`config.mk`:
```
export PLATFORM = sky130hd
export DESIGN_NAME = pc_unit_flat
export DESIGN_NICKNAME = d
export VERILOG_FILES = /design/src/rtl/pc_unit_pkg.sv /design/src/rtl/pc_unit_if.sv /design/src/rtl/pc_page_latch.sv /design/src/rtl/pc_unit.sv /design/src/flat_wrapper.sv
export SDC_FILE = /design/constraint.sdc
export NUM_CORES = 1
export LEC_CHECK = 0
export BUFFER_PORTS_ARGS = -buffer_cell sky130_fd_sc_hd__buf_2
export CAP_MARGIN = 20
export CORE_UTILIZATION = 46
export CTS_BUF_LIST = sky130_fd_sc_hd__clkbuf_16
export CTS_CLUSTER_DIAMETER = 60
export DETAILED_ROUTE_END_ITERATION = 10
export PLACE_DENSITY = 0.81
export SLEW_MARGIN = 5
export SYNTH_ARGS = -nofsm -noshare
export SYNTH_HDL_FRONTEND = slang
export SYNTH_HIERARCHICAL = 1
export SYNTH_SLANG_ARGS = --single-unit
```
`constraint.sdc`:
```
create_clock -name clk -period 2 [get_ports clk]
set_input_delay 0.3 -clock clk [delete_from_list [all_inputs] [get_ports clk]]
set_output_delay 0.3 -clock clk [all_outputs]
set_load 0.01 [all_outputs]
```
`src/rtl/pc_unit_pkg.sv`:
```
// Shared definitions for the program counter and its consumers (AGL).
// Provides the PC/IBUS width, the page field bounds and the reset PC.
package pc_unit_pkg;

  localparam int unsigned PC_WIDTH     = 16;
  localparam int unsigned PC_PAGE_BITS = 6;
  localparam int unsigned OFFSET_BITS  = PC_WIDTH - PC_PAGE_BITS;  // 10
  localparam int unsigned PAGE_LSB     = OFFSET_BITS;              // 10

  localparam logic [PC_WIDTH-1:0] PC_RESET_VAL = 16'hfff0;

  // Register update selected on each non-reset edge.
  typedef enum logic [1:0] {
    PC_HOLD = 2'd0,
    PC_LOAD = 2'd1,
    PC_INC  = 2'd2
  } pc_op_e;

endpackage

```
`src/rtl/pc_unit_if.sv`:
```
// IBUS and control-strobe bundle between the sequencer (master) and the
// program counter (slave).
//   ibus_in   : value presented to the PC for a load
//   ibus_out  : PC value offered to IBUS
//   ibus_oe   : high when ibus_out must drive IBUS
//   nread_pc  : active-low, drive PC onto IBUS
//   nwrite_pc : active-low, load PC from ibus_in
//   ninc_pc   : active-low, increment PC
//   nend      : active-low instruction-end strobe
interface pc_unit_if
  import pc_unit_pkg::*;
#(
  parameter int unsigned WIDTH = PC_WIDTH
);
  logic [WIDTH-1:0] ibus_in;
  logic [WIDTH-1:0] ibus_out;
  logic             ibus_oe;
  logic             nread_pc;
  logic             nwrite_pc;
  logic             ninc_pc;
  logic             nend;

  modport master (
    output ibus_in, nread_pc, nwrite_pc, ninc_pc, nend,
    input  ibus_out, ibus_oe
  );

  modport slave (
    input  ibus_in, nread_pc, nwrite_pc, ninc_pc, nend,
    output ibus_out, ibus_oe
  );
endinterface

```
`src/rtl/pc_page_latch.sv`:
```
// Instruction-boundary snapshot register: captures d on every rising edge
// where nend is low, holds otherwise. Synchronous active-high reset.
//   clk, reset : clock and synchronous reset
//   nend       : active-low load strobe
//   d          : value to snapshot
//   q          : snapshot output
module pc_page_latch #(
  parameter int unsigned      W         = 6,
  parameter logic [W-1:0]     RESET_VAL = '1
) (
  input  logic         clk,
  input  logic         reset,
  input  logic         nend,
  input  logic [W-1:0] d,
  output logic [W-1:0] q
);
  logic [W-1:0] q_q;
  logic [W-1:0] q_d;

  always_comb begin
    q_d = q_q;
    if (!nend) q_d = d;
  end

  always_ff @(posedge clk) begin
    if (reset) q_q <= RESET_VAL;
    else       q_q <= q_d;
  end

  assign q = q_q;
endmodule

```
`src/rtl/pc_unit.sv`:
```
// Program counter for the CFT datapath. Loads from IBUS, increments, drives
// the PC onto IBUS, and snapshots the PC page at each instruction end for
// the AGL.
//   clk, reset   : clock and synchronous active-high reset
//   bus          : IBUS/strobe bundle (slave side)
//   pc           : current PC register
//   pc_page      : page snapshot (PC MSBs) taken on nend
//   err_conflict : sticky flag, load coincided with increment or read
module pc_unit
  import pc_unit_pkg::*;
#(
  parameter int unsigned          WIDTH     = PC_WIDTH,
  parameter int unsigned          PAGE_BITS = PC_PAGE_BITS,
  parameter logic [WIDTH-1:0]     RESET_PC  = PC_RESET_VAL
) (
  input  logic                 clk,
  input  logic                 reset,
  pc_unit_if.slave             bus,
  output logic [WIDTH-1:0]     pc,
  output logic [PAGE_BITS-1:0] pc_page,
  output logic                 err_conflict
);
  localparam int unsigned PG_LSB = WIDTH - PAGE_BITS;

  logic [WIDTH-1:0] pc_q, pc_d;
  logic             err_q, err_d;
  pc_op_e           op;

  always_comb begin
    op = PC_HOLD;
    if (!bus.nwrite_pc)    op = PC_LOAD;
    else if (!bus.ninc_pc) op = PC_INC;

    pc_d = pc_q;
    unique case (op)
      PC_LOAD: pc_d = bus.ibus_in;
      PC_INC:  pc_d = pc_q + WIDTH'(1);
      default: pc_d = pc_q;
    endcase

    err_d = err_q | (!bus.nwrite_pc & (!bus.ninc_pc | !bus.nread_pc));
  end

  always_ff @(posedge clk) begin
    if (reset) begin
      pc_q  <= RESET_PC;
      err_q <= 1'b0;
    end else begin
      pc_q  <= pc_d;
      err_q <= err_d;
    end
  end

  // Snapshot uses the registered pc, so a same-edge load/increment is only
  // seen at the following instruction end.
  pc_page_latch #(
    .W         (PAGE_BITS),
    .RESET_VAL (RESET_PC[WIDTH-1:PG_LSB])
  ) u_page (
    .clk   (clk),
    .reset (reset),
    .nend  (bus.nend),
    .d     (pc_q[WIDTH-1:PG_LSB]),
    .q     (pc_page)
  );

  assign bus.ibus_out = pc_q;
  assign bus.ibus_oe  = ~bus.nread_pc;
  assign pc           = pc_q;
  assign err_conflict = err_q;
endmodule

```
`src/flat_wrapper.sv`:
```
// flat-port wrapper written by rule: the top's interface ports become plain ports
module pc_unit_flat import pc_unit_pkg::*;
#(
  parameter int unsigned          WIDTH     = PC_WIDTH,
  parameter int unsigned          PAGE_BITS = PC_PAGE_BITS,
  parameter logic [WIDTH-1:0]     RESET_PC  = PC_RESET_VAL
)
  (clk, reset, pc, pc_page, err_conflict, bus_ibus_in, bus_nread_pc, bus_nwrite_pc, bus_ninc_pc, bus_nend, bus_ibus_out, bus_ibus_oe);
  pc_unit_if #(.WIDTH(WIDTH)) bus_i ();
  input  logic clk;
  input  logic reset;
  output logic [WIDTH-1:0] pc;
  output logic [PAGE_BITS-1:0] pc_page;
  output logic err_conflict;
  input wire logic [$bits(bus_i.ibus_in)-1:0] bus_ibus_in;
  input wire logic [$bits(bus_i.nread_pc)-1:0] bus_nread_pc;
  input wire logic [$bits(bus_i.nwrite_pc)-1:0] bus_nwrite_pc;
  input wire logic [$bits(bus_i.ninc_pc)-1:0] bus_ninc_pc;
  input wire logic [$bits(bus_i.nend)-1:0] bus_nend;
  output wire logic [$bits(bus_i.ibus_out)-1:0] bus_ibus_out;
  output wire logic [$bits(bus_i.ibus_oe)-1:0] bus_ibus_oe;
  assign bus_i.ibus_in = bus_ibus_in;
  assign bus_i.nread_pc = bus_nread_pc;
  assign bus_i.nwrite_pc = bus_nwrite_pc;
  assign bus_i.ninc_pc = bus_ninc_pc;
  assign bus_i.nend = bus_nend;
  assign bus_ibus_out = bus_i.ibus_out;
  assign bus_ibus_oe = bus_i.ibus_oe;
  pc_unit #(.WIDTH(WIDTH), .PAGE_BITS(PAGE_BITS), .RESET_PC(RESET_PC)) u_core (.clk(clk), .reset(reset), .bus(bus_i), .pc(pc), .pc_page(pc_page), .err_conflict(err_conflict));
endmodule
```
==> results.yml, run 1 <==
cts:
  postCtsSetupRepairBufs: 0
  clkTransAtPathRegs_ns: 0.06
  clockRootBuffer: "clkbuf_16"
  clk_path_buf_depth: 2
  cts_resized: 0
  cts_hold_buf: 0
  cts_num_sinks: 23
  cts_tree: "done"
  clk_latency_ns: 0.25
  htreeDepth: 1
  cts_made_buffers: 3
timing:
  fin_crit_ns: 1.60
  worstMarginPinSlew_ns: 0.652
  grt_setup_unrepaired: "no"
  final.setup.worst_slack_ns: 0.398
  final_max_slew_viol_count: 0
  tns_ns: 0
  period_share_pct: 80.1
  final-setup-viol-count: 0
  hold_viol_final: 0
  maxSlewHeadroom_pct: 56.5
  max_clock_freq_mhz: 624
  fin_worst_skew_ns: 0.00223
  holdWs_ns: 0.294
drt:
  drcViolationCount: 0
  met2WireLength_mm: 1.32
  vias: 1234
  vias_per_cell: 5.41
  ant_nets: 0
  top_layer_used: "met4"
  first_iter_violations: 24
  drtPass1Iterations: 4
  dr_wl_met3_um: 138
  totalWireLength_mm: 2.84
  wl_per_cell_um: 12.4
  drt-met1-wl_mm: 1.37
synth:
  synth_common_cells: "dfxtp_1, nor2_1, buf_4"
  synth_area_leader_cell: "dfxtp_1"
  synth_cells: 154
  synth_cell_types: 35
  synth_flop_cell: "dfxtp_1"
  synthArstFlopShare_pct: 0
  synth.avg_cell_area_um2: 8.64
  yosysTopAreaCellShare_pct: 34.6
  syn_nets: 177
  synth_edf_count: 0
  synth.most_common_cell: "dfxtp_1"
  yosysWarnings: 6
  synth.area.top_cells: "dfxtp_1, buf_4, a211o_1, nor3_1, nor2_1"
  synthesis.area_um2: 1330
  seq_area_frac_synth_pct: 34.6
  synth_seq_cells: 23
pwr:
  p_leak_uw: 0.000693
  seq_power_share_pct: 45.4
  p_sw_share_pct: 26.9
  switchingPower_uw: 314
  clockPowerShare_pct: 36.3
  p_int_uw: 854
  power_density_nw_per_um2: 727
  peakVddDrop_mv: 0.498
  p_comb_share_pct: 18.3
  total_power_uw: 1170
floorplanning:
  die_w_um: 55.8
  core-area_um2: 2760
  initial_core_util_pct: 48.2
  die_h_um: 55.8
  io_pins: 62
  dieArea_um2: 3110
  core.rowCount: 19
placement:
  place_congestion: 0.745
  dp_slack_ns: 0.344
  port_buffers: 61
  dpl.hpwl_mm: 1.97
final_layout:
  antenna_cells: 0
  areaGrowthSynthToFinish_pct: 20.8
  finalNetCount: 221
  post_route_cells_drive_above_1_share_pct: 39.1
global_routing:
  grt.total_usage_pct: 18.0
  gr-total-overflow: 0
  grt_pass1_wl_mm: 4.52
  grt_max_degree: 39
  antenna_found_initial: 0
  first_global_vias: 1073
min_path:
  hp-class: "in2reg"
critical_path:
  start_kind: "flop"
  end_kind: "flop"
  required_ns: 2.14
  worstPathArrival_ns: 1.74
  worstPathMaxFanout: 8
  timing_worst_setup_path_type: "reg2reg"
run:
  drv_cap: 0
outcome:
  outcome: "complete, no violations"
## path summary, 6_finish.rpt
check	startpoint	endpoint	slack, ns	depth (start not counted)
setup reg to reg	u_core/bus.ibus_out[3]	u_core/bus.ibus_out[11]	0.40	4
setup / recovery	u_core/bus.ibus_out[3]	u_core/bus.ibus_out[11]	0.40	4
hold / removal	bus_ibus_in[15]	u_core/bus.ibus_out[15]	0.29	2
hold reg to reg	u_core/u_page/q[1]	u_core/u_page/q[1]	0.46	1
## metrics by stage
step	std cells	instance area (µm²)	utilization, %
2_1_floorplan	154	1330	-
3_3_place_gp	224	1530	55.4
3_5_place_dp	224	1530	55.4
4_1_cts	228	1610	58.3
5_1_grt	228	1610	58.3
6_report	228	1610	58.3
## cell families (layout without fill, tap and decap cells)
group,count (synthesis),count (layout),share of synthesized area (%)
buffers and inverters,27,70,12.7
AND/OR/NAND/NOR,67,67,29.0
multiplexers,2,2,1.51
XOR/XNOR,8,8,5.27
AO/OA/AOI/OAI,26,26,16.0
flip-flops,23,23,34.6
adder cells (fa/ha/maj),1,1,0.941
## worst max-delay path: stages, from the launching register on
cell,delay [ns]
dfxtp_1,0.46
nand4_4,0.20
or4_4,0.59
nor3_2,0.18
a211oi_2,0.06
## per-layer routing
metal / global-route usage (%) / vias to the layer above
met2: 30.1 / 44
met5: 0 / -
met4: 6.43 / 0
li1: - / 626
met1: 23.1 / 562
met3: 3.26 / 2
## area by class of cell
class / count / area [µm²]
inverters: 4 / 15.0
clock buffers: 3 / 75.1
repair buffers: 62 / 313
flip-flops and latches: 23 / 460
clock inverters: 1 / 3.75
multi-input cells: 104 / 701
well taps: 31 / 38.8
fillers: 268 / 1150
## state kept, by name, indices dropped and copies added, names as in the netlist
signal               count
u_core/u_page/q          6
u_core/err_conflict      1
u_core/bus.ibus_out     16
## power by group through the flow
stage / clock network (µW) / registers [µW] / logic (µW)
6_report: 424 / 530 / 214
5_1_grt: 454 / 537 / 234
4_1_cts: 433 / 530 / 215
3_5_place_dp: 0 / 540 / 213
3_3_place_gp: 0 / 538 / 211
2_1_floorplan: 0 / 549 / 140
## placed cells by master, fill, tap and decap left out, drive strengths merged
| master | count |
|---|---|
| o311a | 2 |
| a211o | 8 |
| nor4 | 4 |
| xnor2 | 5 |
| nor2b | 7 |
| nand4 | 3 |
| nand2b | 2 |
| and4b | 1 |
| inv | 4 |
| nand3 | 4 |
| xor2 | 3 |
| mux2i | 2 |
| a311o | 1 |
| ha | 1 |
| or4 | 2 |
| dfxtp | 23 |
| clkbuf | 3 |
| and2b | 1 |
| buf | 62 |
| clkinv | 1 |
| nor3 | 16 |
| o21ai | 1 |
| a2111oi | 2 |
| a311oi | 2 |
| nand2 | 9 |
| a21oi | 5 |
| a211oi | 5 |
| nor2 | 17 |
| nand3b | 1 |
Note: power is estimated with default switching activity, not from simulation.
==> run 2: changes to the inputs <==
- CORE_UTILIZATION: 46 -> 41
- PLACE_DENSITY: 0.81 -> 0.77
- clock period: 2 -> 1.33 ns (I/O delays scaled with it)
==> results.yml, run 2 (synthesis results as in run 1) <==
critical_path:
  start_kind: "flop"
  rr_worst_depth: 4
  timing.rr.end: "u_core/bus.ibus_out[9]"
  worstPathMaxFanout: 7
  slowest_delay_ns: 0.57
  regToRegSetupSlack_ns: -0.08
  cp_num_buf_inv: 0
  timing_worst_setup_path_type: "reg2reg"
  rr_startpoint: "u_core/bus.ibus_out[5]"
  cpLargestDelayFamily: "simple AND/OR/NAND/NOR gates"
  crit_slowest_cell: "or4_4"
  worstPathArrival_ns: 1.54
  required_ns: 1.46
  end_kind: "flop"
  crit_chain: "nand4_4, or4_4, nor3_2, a211oi_2"
global_routing:
  use_met3_pct: 2.64
  grt.met1_usage_pct: 26.9
  grt_pass1_wl_mm: 5.04
  grtUsageMet2_pct: 29.7
  gr-total-overflow: 0
  grt.total_usage_pct: 18.9
  grt_max_degree: 32
  gr-max-usage-layer: "met2"
  antenna_found_initial: 0
  first_global_vias: 1143
floorplanning:
  initial_core_util_pct: 43.6
  die_w_um: 59.0
  io_pins: 62
  dieArea_um2: 3480
  core.rowCount: 20
  die_h_um: 59.0
  core-area_um2: 3050
pwr:
  peakVddDrop_mv: 0.804
  power_density_nw_per_um2: 992
  switchingPower_uw: 488
  total_power_uw: 1820
  p_int_uw: 1330
  p_sw_share_pct: 26.8
  clockPowerShare_pct: 35.0
  p_comb_share_pct: 22.3
  seq_power_share_pct: 42.7
  p_leak_uw: 0.000802
drt:
  wl_per_cell_um: 12.0
  vias: 1311
  ant_nets: 0
  totalWireLength_mm: 3.15
  drcViolationCount: 0
  first_iter_violations: 87
  drtPass1Iterations: 4
  vias_per_cell: 5.00
min_path:
  hold_path_depth: 3
  hold_end: "u_core/bus.ibus_out[0]"
  hold_start: "bus_ibus_in[0]"
  hp-class: "in2reg"
final_layout:
  largest_register_ffs: 16
  finalNetCount: 242
  areaGrowthSynthToFinish_pct: 37.9
  antenna_cells: 0
  final_cell_mix: "buf_2, buf_4, nor2_1"
  layout_commonest_cell: "buf_2"
  fin_area_um2: 1830
  post_route_cells_drive_above_1_share_pct: 51.8
timing:
  worstMarginPinSlew_ns: 0.549
  max_clock_freq_mhz: 711
  fin_crit_ns: 1.41
  hold_viol_final: 0
  fin_worst_skew_ns: 0.00289
  period_share_pct: 106
  final.setup.worst_slack_ns: -0.0755
  grt_setup_unrepaired: "yes"
  tns_ns: -0.238
  maxSlewHeadroom_pct: 63.4
  final-setup-viol-count: 8
  final_max_slew_viol_count: 0
cts:
  cts_num_sinks: 23
  clk_latency_ns: 0.25
  cts_made_buffers: 3
  clk_path_buf_depth: 2
  clkTransAtPathRegs_ns: 0.06
  cts_hold_buf: 0
  cts_tree: "done"
  htreeDepth: 1
  clockRootBuffer: "clkbuf_16"
placement:
  dpl.hpwl_mm: 2.33
  port_buffers: 61
  place_congestion: 0.789
  postPlaceCellArea_um2: 1730
outcome:
  outcome: "finished with violations"
  violations: "setup timing"
run:
  drv_cap: 0
-- run 2: cell count changes in the layout (fill, tap and decap cells not counted), moves of 6 or more --
cell	previous run	this run
buf_4	1	22
dfxtp_1	23	11
dfxtp_2	0	6
dfxtp_4	0	6
-- run 2: per-stage QoR --
step / utilization (%) / hold slack [ns] / setup slack [ns] / std cells
final: 60.1 / 0.183 / -0.0755 / 262
after global routing: 60.1 / 0.190 / -0.128 / 262
after CTS: 59.8 / 0.181 / -0.0694 / 262
after detailed placement: 56.8 / 0.446 / -0.0926 / 257
after global placement: 56.8 / 0.446 / -0.0735 / 257
after floorplan: - / 0.298 / -0.0443 / 154
-- run 2: worst max path at each step --
stage | from | endpoint | slack (ns) | cells after the start
after floorplan | u_core/bus.ibus_out[0] | u_core/bus.ibus_out[10] | -0.04 | 5
after global placement | bus_ninc_pc | u_core/bus.ibus_out[11] | -0.07 | 5
after detailed placement | u_core/bus.ibus_out[0] | u_core/bus.ibus_out[14] | -0.09 | 5
after CTS | u_core/bus.ibus_out[5] | u_core/bus.ibus_out[9] | -0.07 | 4
after global routing | u_core/bus.ibus_out[1] | u_core/bus.ibus_out[11] | -0.13 | 4
final | u_core/bus.ibus_out[5] | u_core/bus.ibus_out[9] | -0.08 | 4
-- run 2: tightest hold or removal path, delay by kind of cell --
family	cells	cell delay, ns
buffers and inverters	1	0.07
and+or+nand+nor	1	0.07
AOI/OAI and AO/OA	1	0.06
-- run 2: layout make-up --
type | instances | area (µm²)
clock buffers | 3 | 75.1
clock inverters | 1 | 3.75
fillers | 290 | 1220
inverters | 4 | 15.0
multi-input cells | 104 | 724
flip-flops and latches | 23 | 490
well taps | 44 | 55.1
repair buffers | 83 | 470
-- run 2: power groups by stage --
stage	Clock, µW	Combinational, µW	Sequential, µW
after global placement	0	395	791
after detailed placement	0	398	792
after floorplan	0	213	826
final	637	406	777
after CTS	660	404	778
after global routing	697	448	785
-- run 2: repair_timing --
item	4_1_cts	5_1_grt
setup endpoints to repair	9	11
buffers inserted	1	0
gates resized for setup	1	2
pin swaps	1	0
-- run 2: layer usage --
| metal | routed length (µm) | vias up |
|---|---|---|
| li1 | - | 664 |
| met1 | 1530 | 579 |
| met2 | 1360 | 66 |
| met3 | 230 | 2 |
| met4 | 28 | 0 |
| met5 | 0 | - |
==> run 3: changes to the inputs <==
- ABC_CLOCK_PERIOD_IN_PS: default -> 1200
- clock period: 1.33 -> 1.2 ns (I/O delays scaled with it)
==> results.yml, run 3 (synthesis results as in run 1) <==
outcome:
  outcome: "finished with violations"
  violations: "setup timing"
pwr:
  peakVddDrop_mv: 0.675
  p_leak_uw: 0.000860
  power_density_nw_per_um2: 1030
  total_power_uw: 2070
final_layout:
  nFillCells: 270
  final_cell_mix: "buf_2, buf_4, nor3_1"
  layout_commonest_cell: "buf_2"
  finalNetCount: 251
  largest_register_ffs: 16
  antenna_cells: 0
  instances_no_fill: 271
  post_route_cells_drive_above_1_share_pct: 59.0
  multi_input_area_um2: 817
  areaGrowthSynthToFinish_pct: 51.5
  seqCellArea_um2: 495
timing:
  grt_setup_unrepaired: "yes"
  tns_ns: -2.07
  final_max_slew_viol_count: 0
  max_clock_freq_mhz: 689
  final-setup-viol-count: 12
  period_share_pct: 121
  fin_worst_skew_ns: 0.00389
  fin_crit_ns: 1.45
  worstMarginPinSlew_ns: 0.608
  maxSlewHeadroom_pct: 59.5
  hold_viol_final: 0
  final.setup.worst_slack_ns: -0.252
floorplanning:
  initial_core_util_pct: 43.6
  core-area_um2: 3050
  dieArea_um2: 3480
  io_pins: 62
  die_h_um: 59.0
  die_w_um: 59.0
  core.rowCount: 20
cts:
  clk_path_buf_depth: 2
  clkTransAtPathRegs_ns: 0.06
  clockRootBuffer: "clkbuf_16"
  cts_made_buffers: 3
  clk_latency_ns: 0.25
  cts_hold_buf: 0
  cts_tree: "done"
  cts_num_sinks: 23
  htreeDepth: 1
critical_path:
  cp_num_buf_inv: 0
  crit_chain: "nand3b_1, or4_4, nor3_4, a211oi_2"
  timing_worst_setup_path_type: "reg2reg"
  cpLargestDelayFamily: "simple AND/OR/NAND/NOR gates"
  required_ns: 1.33
  start_kind: "flop"
  end_kind: "flop"
  worstPathArrival_ns: 1.59
  crit_slowest_cell: "or4_4"
  worstPathMaxFanout: 5
  slowest_delay_ns: 0.57
global_routing:
  grt.met1_usage_pct: 25.7
  grt_pass1_wl_mm: 5.23
  gr-total-overflow: 0
  gr-max-usage-layer: "met2"
  first_global_vias: 1202
  grtUsageMet2_pct: 32.8
  grt.total_usage_pct: 19.4
  grt_max_degree: 30
  use_met3_pct: 1.54
  antenna_found_initial: 0
drt:
  vias: 1406
  drtPass1Iterations: 4
  vias_per_cell: 5.19
  wl_per_cell_um: 13.1
  first_iter_violations: 35
  drcViolationCount: 0
  ant_nets: 0
  totalWireLength_mm: 3.54
placement:
  place_congestion: 0.790
  numPlacedInstances: 262
  dpl.hpwl_mm: 2.42
  port_buffers: 61
min_path:
  hp-class: "in2reg"
run:
  drv_cap: 0
[run 3: cell types whose count changed in the layout (fill, tap and decap cells not counted), sizes merged]
cell  before  now
buf       83   92
[run 3: report_power, final]
part | internal [µW] | switching [µW]
clock network | 444 | 261
logic | 243 | 266
registers | 814 | 45.3
[run 3: metal layers]
| metal | up-vias | part of all wire (%) |
|---|---|---|
| li1 | 687 | - |
| met1 | 645 | 44 |
| met2 | 67 | 47 |
| met3 | 7 | 7.1 |
| met4 | 0 | 1.6 |
| met5 | - | 0 |
[run 3: path summary, 6_finish.rpt]
kind | startpoint | end | slack [ns] | cells after the start
setup / recovery | u_core/bus.ibus_out[0] | u_core/bus.ibus_out[11] | -0.25 | 4
hold / removal | bus_ibus_in[0] | u_core/bus.ibus_out[0] | 0.17 | 3
setup reg to reg | u_core/bus.ibus_out[0] | u_core/bus.ibus_out[11] | -0.25 | 4
hold reg to reg | u_core/u_page/q[1] | u_core/u_page/q[1] | 0.46 | 1
[run 3: stage by stage]
step,util (%),hold WS [ns],instance area (µm²),worst slack (ns)
floorplan,-,0.279,1380,-0.174
finish,66.0,0.168,2010,-0.252
CTS,63.4,0.168,1930,-0.201
detailed placement,58.4,0.430,1780,-0.245
global placement,58.4,0.417,1780,-0.169
global route,66.0,0.184,2010,-0.279
[run 3: timing repair]
| item | 4_1_cts | 5_1_grt |
|---|---|---|
| buffers inserted | 4 | 2 |
| pin swaps | 3 | 8 |
| resized for setup | 9 | 17 |
| setup endpoints to repair | 12 | 14 |
| hold endpoints to repair | 0 | 0 |
[run 3: tightest hold or removal path: stages]
cell and delay, ns:
buf_2 0.08, a21oi_1 0.05, nor2_1 0.07
[run 3: final cells by class]
type                    instances  area share, %
clock buffers                   3           3.73
clock inverters                 1          0.186
inverters                       4          0.745
multi-input cells             104           40.6
flip-flops and latches         23           24.6
well taps                      44           2.73
repair buffers                 92           27.5
